$ cat src/rtl/sched_pkg.sv
// sched_pkg: shared types and default sizes for the oldest-first issue scheduler.
//   SCHED_DEPTH / SCHED_PREG_W / SCHED_PAYLOAD_W : default window depth, tag and bundle widths
//   preg_t        : physical register tag
//   sched_entry_t : one window entry {src1_tag, src1_rdy, src2_tag, src2_rdy, payload}
package sched_pkg;
    localparam int SCHED_DEPTH     = 8;
    localparam int SCHED_PREG_W    = 6;
    localparam int SCHED_PAYLOAD_W = 128;

    typedef logic [SCHED_PREG_W-1:0] preg_t;

    typedef struct packed {
        preg_t                      src1_tag;
        logic                       src1_rdy;
        preg_t                      src2_tag;
        logic                       src2_rdy;
        logic [SCHED_PAYLOAD_W-1:0] payload;
    } sched_entry_t;
endpackage

$ cat src/rtl/sched_pick.sv
// sched_pick: find-first-set (lowest index wins) over an N-bit request vector.
//   req   in  N          request bits
//   grant out N          one-hot grant of the lowest set request (0 when none)
//   idx   out clog2(N)   index of the granted request (0 when none)
//   any   out 1          at least one request set
module sched_pick #(
    parameter int N = 8
) (
    input  logic [N-1:0]         req,
    output logic [N-1:0]         grant,
    output logic [$clog2(N)-1:0] idx,
    output logic                 any
);
    localparam int IW = $clog2(N);

    always_comb begin
        grant = '0;
        idx   = '0;
        any   = 1'b0;
        for (int i = 0; i < N; i++) begin
            if (req[i] && !any) begin
                grant[i] = 1'b1;
                idx      = IW'(i);
                any      = 1'b1;
            end
        end
    end
endmodule

$ cat src/rtl/issue_sched.sv
// issue_sched: oldest-first issue window with tag wakeup, one issue per cycle.
//   clk, rst_n (async, active-low)
//   in_valid/in_ready, in_src{1,2}_tag, in_src{1,2}_rdy, in_payload : enqueue side
//   wb_valid, wb_tag                                              : writeback wakeup broadcast
//   flush                                                         : discard all entries
//   issue_valid/issue_ready, issue_payload                        : issue side
//   stall_req (= !in_ready), count                                : occupancy status
module issue_sched
    import sched_pkg::*;
#(
    parameter int DEPTH     = SCHED_DEPTH,
    parameter int PREG_W    = SCHED_PREG_W,
    parameter int PAYLOAD_W = SCHED_PAYLOAD_W
) (
    input  logic                         clk,
    input  logic                         rst_n,
    input  logic                         in_valid,
    output logic                         in_ready,
    input  logic [PREG_W-1:0]            in_src1_tag,
    input  logic [PREG_W-1:0]            in_src2_tag,
    input  logic                         in_src1_rdy,
    input  logic                         in_src2_rdy,
    input  logic [PAYLOAD_W-1:0]         in_payload,
    input  logic                         wb_valid,
    input  logic [PREG_W-1:0]            wb_tag,
    input  logic                         flush,
    output logic                         issue_valid,
    input  logic                         issue_ready,
    output logic [PAYLOAD_W-1:0]         issue_payload,
    output logic                         stall_req,
    output logic [$clog2(DEPTH+1)-1:0]   count
);
    localparam int CW = $clog2(DEPTH+1);
    localparam int IW = $clog2(DEPTH);

    typedef struct packed {
        logic [PREG_W-1:0]    src1_tag;
        logic                 src1_rdy;
        logic [PREG_W-1:0]    src2_tag;
        logic                 src2_rdy;
        logic [PAYLOAD_W-1:0] payload;
    } entry_t;

    entry_t            slots_q [DEPTH];
    entry_t            slots_d [DEPTH];
    // Extra top element is an empty entry shifted into the last slot on issue.
    entry_t            woken   [DEPTH+1];
    entry_t            new_e;
    logic [CW-1:0]     count_q, count_d, wr_ptr;
    logic [DEPTH-1:0]  valid, ready, grant;
    logic [IW-1:0]     sel_idx;
    logic              any_rdy, enq, iss;

    always_comb begin
        for (int i = 0; i < DEPTH; i++) begin
            valid[i] = CW'(i) < count_q;
            ready[i] = valid[i] & slots_q[i].src1_rdy & slots_q[i].src2_rdy;
        end
    end

    sched_pick #(.N(DEPTH)) u_pick (
        .req   (ready),
        .grant (grant),
        .idx   (sel_idx),
        .any   (any_rdy)
    );

    always_comb begin
        issue_payload = '0;
        for (int i = 0; i < DEPTH; i++)
            issue_payload |= grant[i] ? slots_q[i].payload : '0;
    end

    // in_ready looks only at the registered count, so a full window refuses
    // enqueue even in a cycle where it also issues.
    assign in_ready    = count_q != CW'(DEPTH);
    assign stall_req   = ~in_ready;
    assign count       = count_q;
    assign issue_valid = any_rdy & ~flush;
    assign enq         = in_valid & in_ready;
    assign iss         = issue_valid & issue_ready;
    assign wr_ptr      = count_q - CW'(iss);

    always_comb begin
        // Incoming sources matching this cycle's broadcast are captured as ready.
        new_e = {in_src1_tag, in_src1_rdy | (wb_valid & (in_src1_tag == wb_tag)),
                 in_src2_tag, in_src2_rdy | (wb_valid & (in_src2_tag == wb_tag)),
                 in_payload};
        woken[DEPTH] = '0;
        for (int i = 0; i < DEPTH; i++) begin
            woken[i] = slots_q[i];
            woken[i].src1_rdy = slots_q[i].src1_rdy | (wb_valid & valid[i] & (slots_q[i].src1_tag == wb_tag));
            woken[i].src2_rdy = slots_q[i].src2_rdy | (wb_valid & valid[i] & (slots_q[i].src2_tag == wb_tag));
        end
        for (int i = 0; i < DEPTH; i++) begin
            slots_d[i] = (iss && i >= int'(sel_idx)) ? woken[i+1] : woken[i];
            if (enq && CW'(i) == wr_ptr)
                slots_d[i] = new_e;
            if (flush) begin
                slots_d[i].src1_rdy = 1'b0;
                slots_d[i].src2_rdy = 1'b0;
            end
        end
        count_d = flush ? '0 : count_q + CW'(enq) - CW'(iss);
    end

    always_ff @(posedge clk or negedge rst_n) begin
        if (!rst_n) begin
            count_q <= '0;
            for (int i = 0; i < DEPTH; i++)
                slots_q[i] <= '0;
        end else begin
            count_q <= count_d;
            for (int i = 0; i < DEPTH; i++)
                slots_q[i] <= slots_d[i];
        end
    end
endmodule

$ cat config.mk
export PLATFORM = sky130hd
export DESIGN_NAME = issue_sched
export DESIGN_NICKNAME = d
export VERILOG_FILES = /design/src/rtl/sched_pkg.sv /design/src/rtl/sched_pick.sv /design/src/rtl/issue_sched.sv
export SDC_FILE = /design/constraint.sdc
export NUM_CORES = 2
export LEC_CHECK = 0
export BUFFER_PORTS_ARGS = -buffer_cell sky130_fd_sc_hd__clkbuf_2
export CELL_PAD_IN_SITES_DETAIL_PLACEMENT = 1
export CELL_PAD_IN_SITES_GLOBAL_PLACEMENT = 2
export CORE_UTILIZATION = 42
export DETAILED_ROUTE_END_ITERATION = 7
export GPL_TIMING_DRIVEN = 1
export PLACE_DENSITY = 0.87
export SLEW_MARGIN = 20
export SYNTH_ARGS = -nofsm -noshare
export SYNTH_HDL_FRONTEND = slang
export SYNTH_HIERARCHICAL = 1
export SYNTH_SLANG_ARGS = --single-unit
$ cat constraint.sdc
create_clock -name clk -period 10.4 [get_ports clk]
set_input_delay 0.52 -clock clk [delete_from_list [all_inputs] [get_ports clk]]
set_output_delay 0.52 -clock clk [all_outputs]
set_load 0.02 [all_outputs]
Word-level counts from Yosys, hierarchy flattened

Cells that the tools add are included.

Input bits: 154
Register bits after elaboration: 1,140
Logic and storage cells: 258
Output and inout port bits: 135

Multiplexer cells: 63
Equality and inequality tests: 26
Reduce and logical (&&, ||, !) cells: 38
Add/sub/neg operators: 3
Bitwise operators: 72
Order comparisons: 15

Operator list:

| kind               | number |
|---|---|
| $mux 142           | 16 |
| $mux 128           | 8 |
| $or 128x128->128   | 7 |
| $eq 6x6->1         | 18 |
| $and 1x1->1        | 45 |
| $mux 1             | 32 |
| $logic_and 1x1->1  | 22 |
| $or 1x1->1         | 18 |
| $eq 3x4->1 const A | 4 |
| $lt 3x4->1 const A | 4 |
| $reduce_bool 2->1  | 8 |
| $mux 3             | 4 |
| $ge 3x3->1 const A | 3 |
| $eq 2x4->1 const A | 2 |
| $lt 1x4->1 const A | 2 |
| $lt 2x4->1 const A | 2 |
| $sub 4x1->4        | 2 |
| $logic_not 1->1    | 7 |
| $ge 1x3->1 const A | 2 |
| $ge 2x3->1 const A | 2 |
| $add 4x1->4        | 1 |
| $eq 1x4->1 const A | 1 |
| $logic_not 4->1    | 1 |
| $mux 2             | 2 |
| 3 further kinds    | 4 |

Logic depth before layout (Yosys ltp)

Depth after elaboration: 32
Depth in mapped cells: 19
Depth with buffers taken out: 17

Modules after synthesis

Netlist, hierarchy kept.

By module, submodules not included:

| module      | seq. area each (µm²) | area an instance (µm²) | times used | cells an instance |
|---|---|---|---|---|
| issue_sched | 28,527.4             | 58,149.5               | 1          | 6,388 |
| sched_pick  | 0.0                  | 150.1                  | 1          | 22 |

Worst setup path before layout

OpenSTA, ideal clock, no wires.

Path type: reg-to-reg
Start: reg count_q[2] (netlist: count[2])
End: reg slots_q[689] in the netlist's numbering
Buffers on the path: 4
Library setup time: 126 ps
Path slack: 6,222 ps
Arrival time: 4,052 ps
Stages on the path, launching flop included: 19
Required time: 10,274 ps
Clock period less this slack: 4,178 ps
Cells stage by stage: dfrtp_1 -> inv_1 -> ha_1 -> clkbuf_1 -> nand2b_1 -> and3_1 -> nor4_4 -> nand3_1 -> nand3b_1 -> inv_1 -> ha_1 -> ha_1 -> or4b_1 -> or4_1 -> buf_2 -> buf_6 -> buf_2 -> nor2_1 -> a31oi_1

Elaborated cells on any way between the ends: 64
Classes of those cells: 1 x add/sub; 9 x order compare; 2 x eq/ne; 16 x mux; 19 x bitwise; 17 x reduce/logical

RTL lines:

| element                                              | RTL line           | text |
|---|---|---|
| start: declaration                                   | issue_sched.sv:49  | `logic [CW-1:0] count_q, count_d, wr_ptr;` |
| start signal: assignment                             | issue_sched.sv:113 | `count_q <= count_d;` |
| $lt 1x4->1 *                                         | issue_sched.sv:56  | `valid[i] = CW'(i) < count_q;` |
| $and 1x1->1 * (2 in a row)                           | issue_sched.sv:57  | `ready[i] = valid[i] & slots_q[i].src1_rdy & slots_q[i].src2_rdy;` |
| named net ready[1]                                   | issue_sched.sv:50  | `logic [DEPTH-1:0] valid, ready, grant;` |
| $logic_and 1x1->1 *                                  | sched_pick.sv:21   | `if (req[i] && !any) begin` |
| $mux 1 *                                             | sched_pick.sv:21   |  |
| $logic_not 1->1                                      | sched_pick.sv:21   |  |
| $logic_and 1x1->1                                    | sched_pick.sv:21   |  |
| $mux 1 *                                             | sched_pick.sv:21   |  |
| [14 not listed]                                      | -                  |  |
| $mux 1 *                                             | sched_pick.sv:21   |  |
| named net any_rdy                                    | issue_sched.sv:52  | `logic any_rdy, enq, iss;` |
| $and 1x1->1 *                                        | issue_sched.sv:79  | `assign issue_valid = any_rdy & ~flush;` |
| $and 1x1->1 *                                        | issue_sched.sv:81  | `assign iss = issue_valid & issue_ready;` |
| $sub 4x1->4                                          | issue_sched.sv:82  | `assign wr_ptr = count_q - CW'(iss);` |
| $eq 2x4->1                                           | issue_sched.sv:97  | `if (enq && CW'(i) == wr_ptr)` |
| $logic_and 1x1->1                                    | issue_sched.sv:97  |  |
| $mux 142 / $reduce_bool 2->1 (equally long branches) | -                  |  |
| end signal: indexed assignment                       | issue_sched.sv:115 | `slots_q[i] <= slots_d[i];` |
| end: declaration                                     | issue_sched.sv:44  | `entry_t slots_q [DEPTH];` |

The timed path passes the listed nets; every way through them passes the cells marked *.
A chain may end at the register's enable or synchronous reset.

==> results.txt <==
The flow ran to the end, and the final reports show no timing, DRC or antenna violations. On the worst path, the slowest cell contributes a delay of 0.91 ns. Ranked by total cell area, the synthesized netlist is headed by sky130_fd_sc_hd__dfrtp_1, sky130_fd_sc_hd__mux2i_1, sky130_fd_sc_hd__nand2_1.

After the first detailed-routing iteration, the DRC count stood at 4337. For this run, global-route usage on met3 was measured as 0.0510. The cell with the largest stage delay on the worst path is sky130_fd_sc_hd__or4_4. Summing over every cut layer, the via total after detailed routing is 50200. The remaining global-route overflow came out at 0. The critical path crosses 16 cells after its start point. The clock insertion delay at the later pin of the skew report is 0.79 ns. The net count after synthesis came out at 6576.

The synthesized design contains 1140 register bits. The global-route wire length before repair is 335000 um. The worst clock skew on the final layout is 0.0262 ns. The summed instance area of the synthesized netlist is 58300 um2. The first detailed-routing pass took 6 iterations. Across all register-to-register paths, the minimum setup slack is 3.35 ns. The pre-CTS setup slack came out at 3.40 ns.

The class of the most critical hold timing path is in -> reg. The worst hold path terminates at slots_q[292]. The final hold violation count is 0.

In the global route stage, met1 resource usage came out at 0.400. The worst vdd rail ir drop is 0.137 mV. The placeable core region came out at 138000 um2. The placer congestion estimate came out at 0.821. Traced cell by cell, the critical path runs through inv_1 > ha_1 > a21oi_4 > buf_12 > nor4_4 > nand3_1 > nand3b_1 > buf_4 > inv_1 > ha_1 > nand2b_1 > a21oi_1 > or4_4 > buf_4 > nand2b_1 > o32ai_1. The worst setup path is captured at a flip-flop.

The tree is rooted in a sky130_fd_sc_hd__clkbuf_16. The total routing resource utilization after global routing is 0.308. The hold slack came out at 0.0833 ns. The post-route minimum period is 7.05 ns. The area growth from synthesis to final layout is 10.9%. The count of standard-cell rows is 136.

The core utilization of the finished layout is 0.470. The number of max-slew violations in the final report was 0. The transition time at the pin with the least slew margin is 1.26 ns.

The number of nets in the layout is 6398. In the finished design, the share of the clock period the worst path needs comes to 0.678. Detailed placement finished with a half-perimeter wire length of 115000 um. The leakage power figure came out at 0.0271 uW.

STA classifies the critical path startpoint as a flip-flop. Summing internal, switching and leakage power gives 16000 uW. In this run the critical register-to-register path is captured at slots_q[1129].

The total of max-cap violations is 0. The worst relative slew slack came out at 0.163. For met2 alone, demand over resource in global routing was 0.511.

The global routing stage identified its most utilized layer as met2. The clock slew at the register clock pins of the worst setup and hold paths came out at 0.06 ns. For this run, the leading register cell type out of synthesis is sky130_fd_sc_hd__dfrtp_1.

The worst hold path depth is 3. The launch point of the worst reg-to-reg path is count[2]. The total of cells resized after clock tree synthesis is 0. The async set-or-reset flop fraction in the synthesized netlist is 1.00.

The cell depth of the worst flop-to-flop path came out at 16. The launch instance of the worst min-delay path is in_payload[8]. The initial utilization of the core area, before any placement, comes to 0.423. On the critical path the largest part of the delay comes from buffers and inverters. The number of setup violations in the final report is 0.

The endpoint arrival time on the critical path came out at 7.72 ns. The final-layout setup total negative slack is 0 ns. The fraction of synthesized cell area taken by the top area cell type is 0.489. The power per unit of standard cell area is 247 nW/um2.

During placement, the flow inserted port buffers numbering 288. TritonCTS built the clock tree. The post-route worst setup slack is 3.35 ns. The initial antenna violation count came out at 24.

The number of synthesis warnings came out at 6. The floorplan step set the die height to 375 um. The category of the most critical setup path is reg -> reg. The ratio of cells with drive above 1 in the final layout came out at 0.0964. The CTS buffer count is 135. In this run, distinct cell masters in the synthesized netlist total 57. The final antenna-violating net count is 0. Entering global routing, the biggest net connects 207 pins. The average detailed-routed wire length per instance came out at 26.6 um. The total DRC errors in the routed layout came out at 0. The commonest cells after synthesis are sky130_fd_sc_hd__nand2_1, sky130_fd_sc_hd__dfrtp_1, sky130_fd_sc_hd__o21ai_0, sky130_fd_sc_hd__mux2i_1, sky130_fd_sc_hd__a22oi_1. The number of enable-type register cells in the synthesized netlist is 0. Among all cell types in the netlist, the one instantiated most often is sky130_fd_sc_hd__nand2_1. In this run the post-CTS setup repair buffer count came out at 0.

In this run the worst path has a maximum fanout of 134. During I/O placement, the number of pins put on the boundary was 289. The number of sinks handled by clock tree synthesis is 1140. The overall die width is 375 um. The instance count of the mapped netlist is 6410. The routed wire length is 217000 um. Dividing the synthesized area by the synthesized cell count gives 9.10 um2. Static timing analysis puts the maximum clock frequency at 142 MHz. The die covers 140000 um2.

STA puts the critical path data required time at 11.07 ns. Setup repair after global routing left no endpoint under its margin. The number of buffers and inverters on the critical path came out at 5.

The via count of the first global-routing pass is 53800. The count of H-tree levels built during CTS is 4. In the routed layout, each cell is associated on average with a via count of 6.16.

The sequential area share after synthesis is 0.489. Summed over all instances, the cell type with the most area after synthesis is sky130_fd_sc_hd__dfrtp_1. In this run the deepest clock path goes through 3 buffers.
## worst max path at each step
stage | slack, ns | endpoint | start
2_1_floorplan | 6.22 | slots_q[689] | count[2]
3_3_place_gp | 3.48 | slots_q[1129] | count[2]
3_5_place_dp | 3.40 | slots_q[1129] | count[2]
4_1_cts | 3.31 | slots_q[1129] | count[2]
5_1_grt | 2.92 | slots_q[1129] | count[2]
6_report | 3.35 | slots_q[1129] | count[2]
## metrics by stage
step                instances  cell area (um2)
floorplan                6410            58300
global placement         7887            60000
detailed placement       7888            60000
CTS                      8131            64600
global route             8142            64700
finish                   8145            64700
## logic make-up (layout without fill, tap and decap cells)
kind of cell / count (synthesis) / count (layout) / synth area share
AO/OA/AOI/OAI: 1675 / 1675 / 0.173
XOR/XNOR: 112 / 112 / 0.0168
adder cells (fa/ha/maj): 12 / 12 / 0.00270
flip-flops: 1140 / 1140 / 0.489
multiplexers: 714 / 714 / 0.123
buffers and inverters: 687 / 614 / 0.0511
AND/OR/NAND/NOR: 2070 / 2070 / 0.144
other: 0 / 14 / 0
## tightest hold or removal path: stages
cell and delay (ns):
sky130_fd_sc_hd__clkbuf_2 0.17, sky130_fd_sc_hd__nand2_1 0.06, sky130_fd_sc_hd__o21ai_0 0.06
## layout make-up
class	count	area [um2]
fillers	15500	73000
flip-flops and latches	1140	28500
multi-input cells	4583	27000
clock buffers	207	4140
repair buffers	362	2280
well taps	1794	2240
clock inverters	35	459
inverters	10	37.5
diodes	14	35.0
## flip-flops by register name, summed over array words and instances (netlist names)
name and count:
slots_q 1136, count 4
## placed cells by master (no fill, tap or decap), drive strengths merged, types with 2 or more instances in the layout
master	instances
clkinv	22
nor2	302
nor3	22
or3	4
nor2b	4
o21bai	2
a31oi	268
nand2b	7
and3	6
a21o	5
inv	13
nor4	21
xnor2	67
a211oi	3
nand2	1527
nor3b	2
o32ai	13
mux2i	714
nand3	3
a21oi	19
xor2	45
nand4	146
nand4b	2
clkbuf	494
bufinv	9
or2	11
diode	14
a21boi	2
and2	4
a22oi	512
o21ai	844
dfrtp	1140
ha	11
or4	2
buf	74
## routing by layer
metal  routed length (um)  part of all wire  up-vias
met1                92700              0.43    26100
li1                     -                 -    22100
met4                 7220             0.033       16
met3                12500             0.057      450
met2               104000              0.48     1567
met5                  103           0.00047        -
## power by group
group / switching (uW) / total, uW / internal, uW
combinational: 1800 / 3150 / 1350
sequential: 1580 / 7870 / 6280
clock: 1990 / 4950 / 2960
## timing repair
item | in CTS | in global routing
hold buffers | 1 | 0
setup endpoints to repair | 0 | 0
hold endpoints to repair | 102 | 0
No activity file was read; power rests on OpenSTA's default activity.
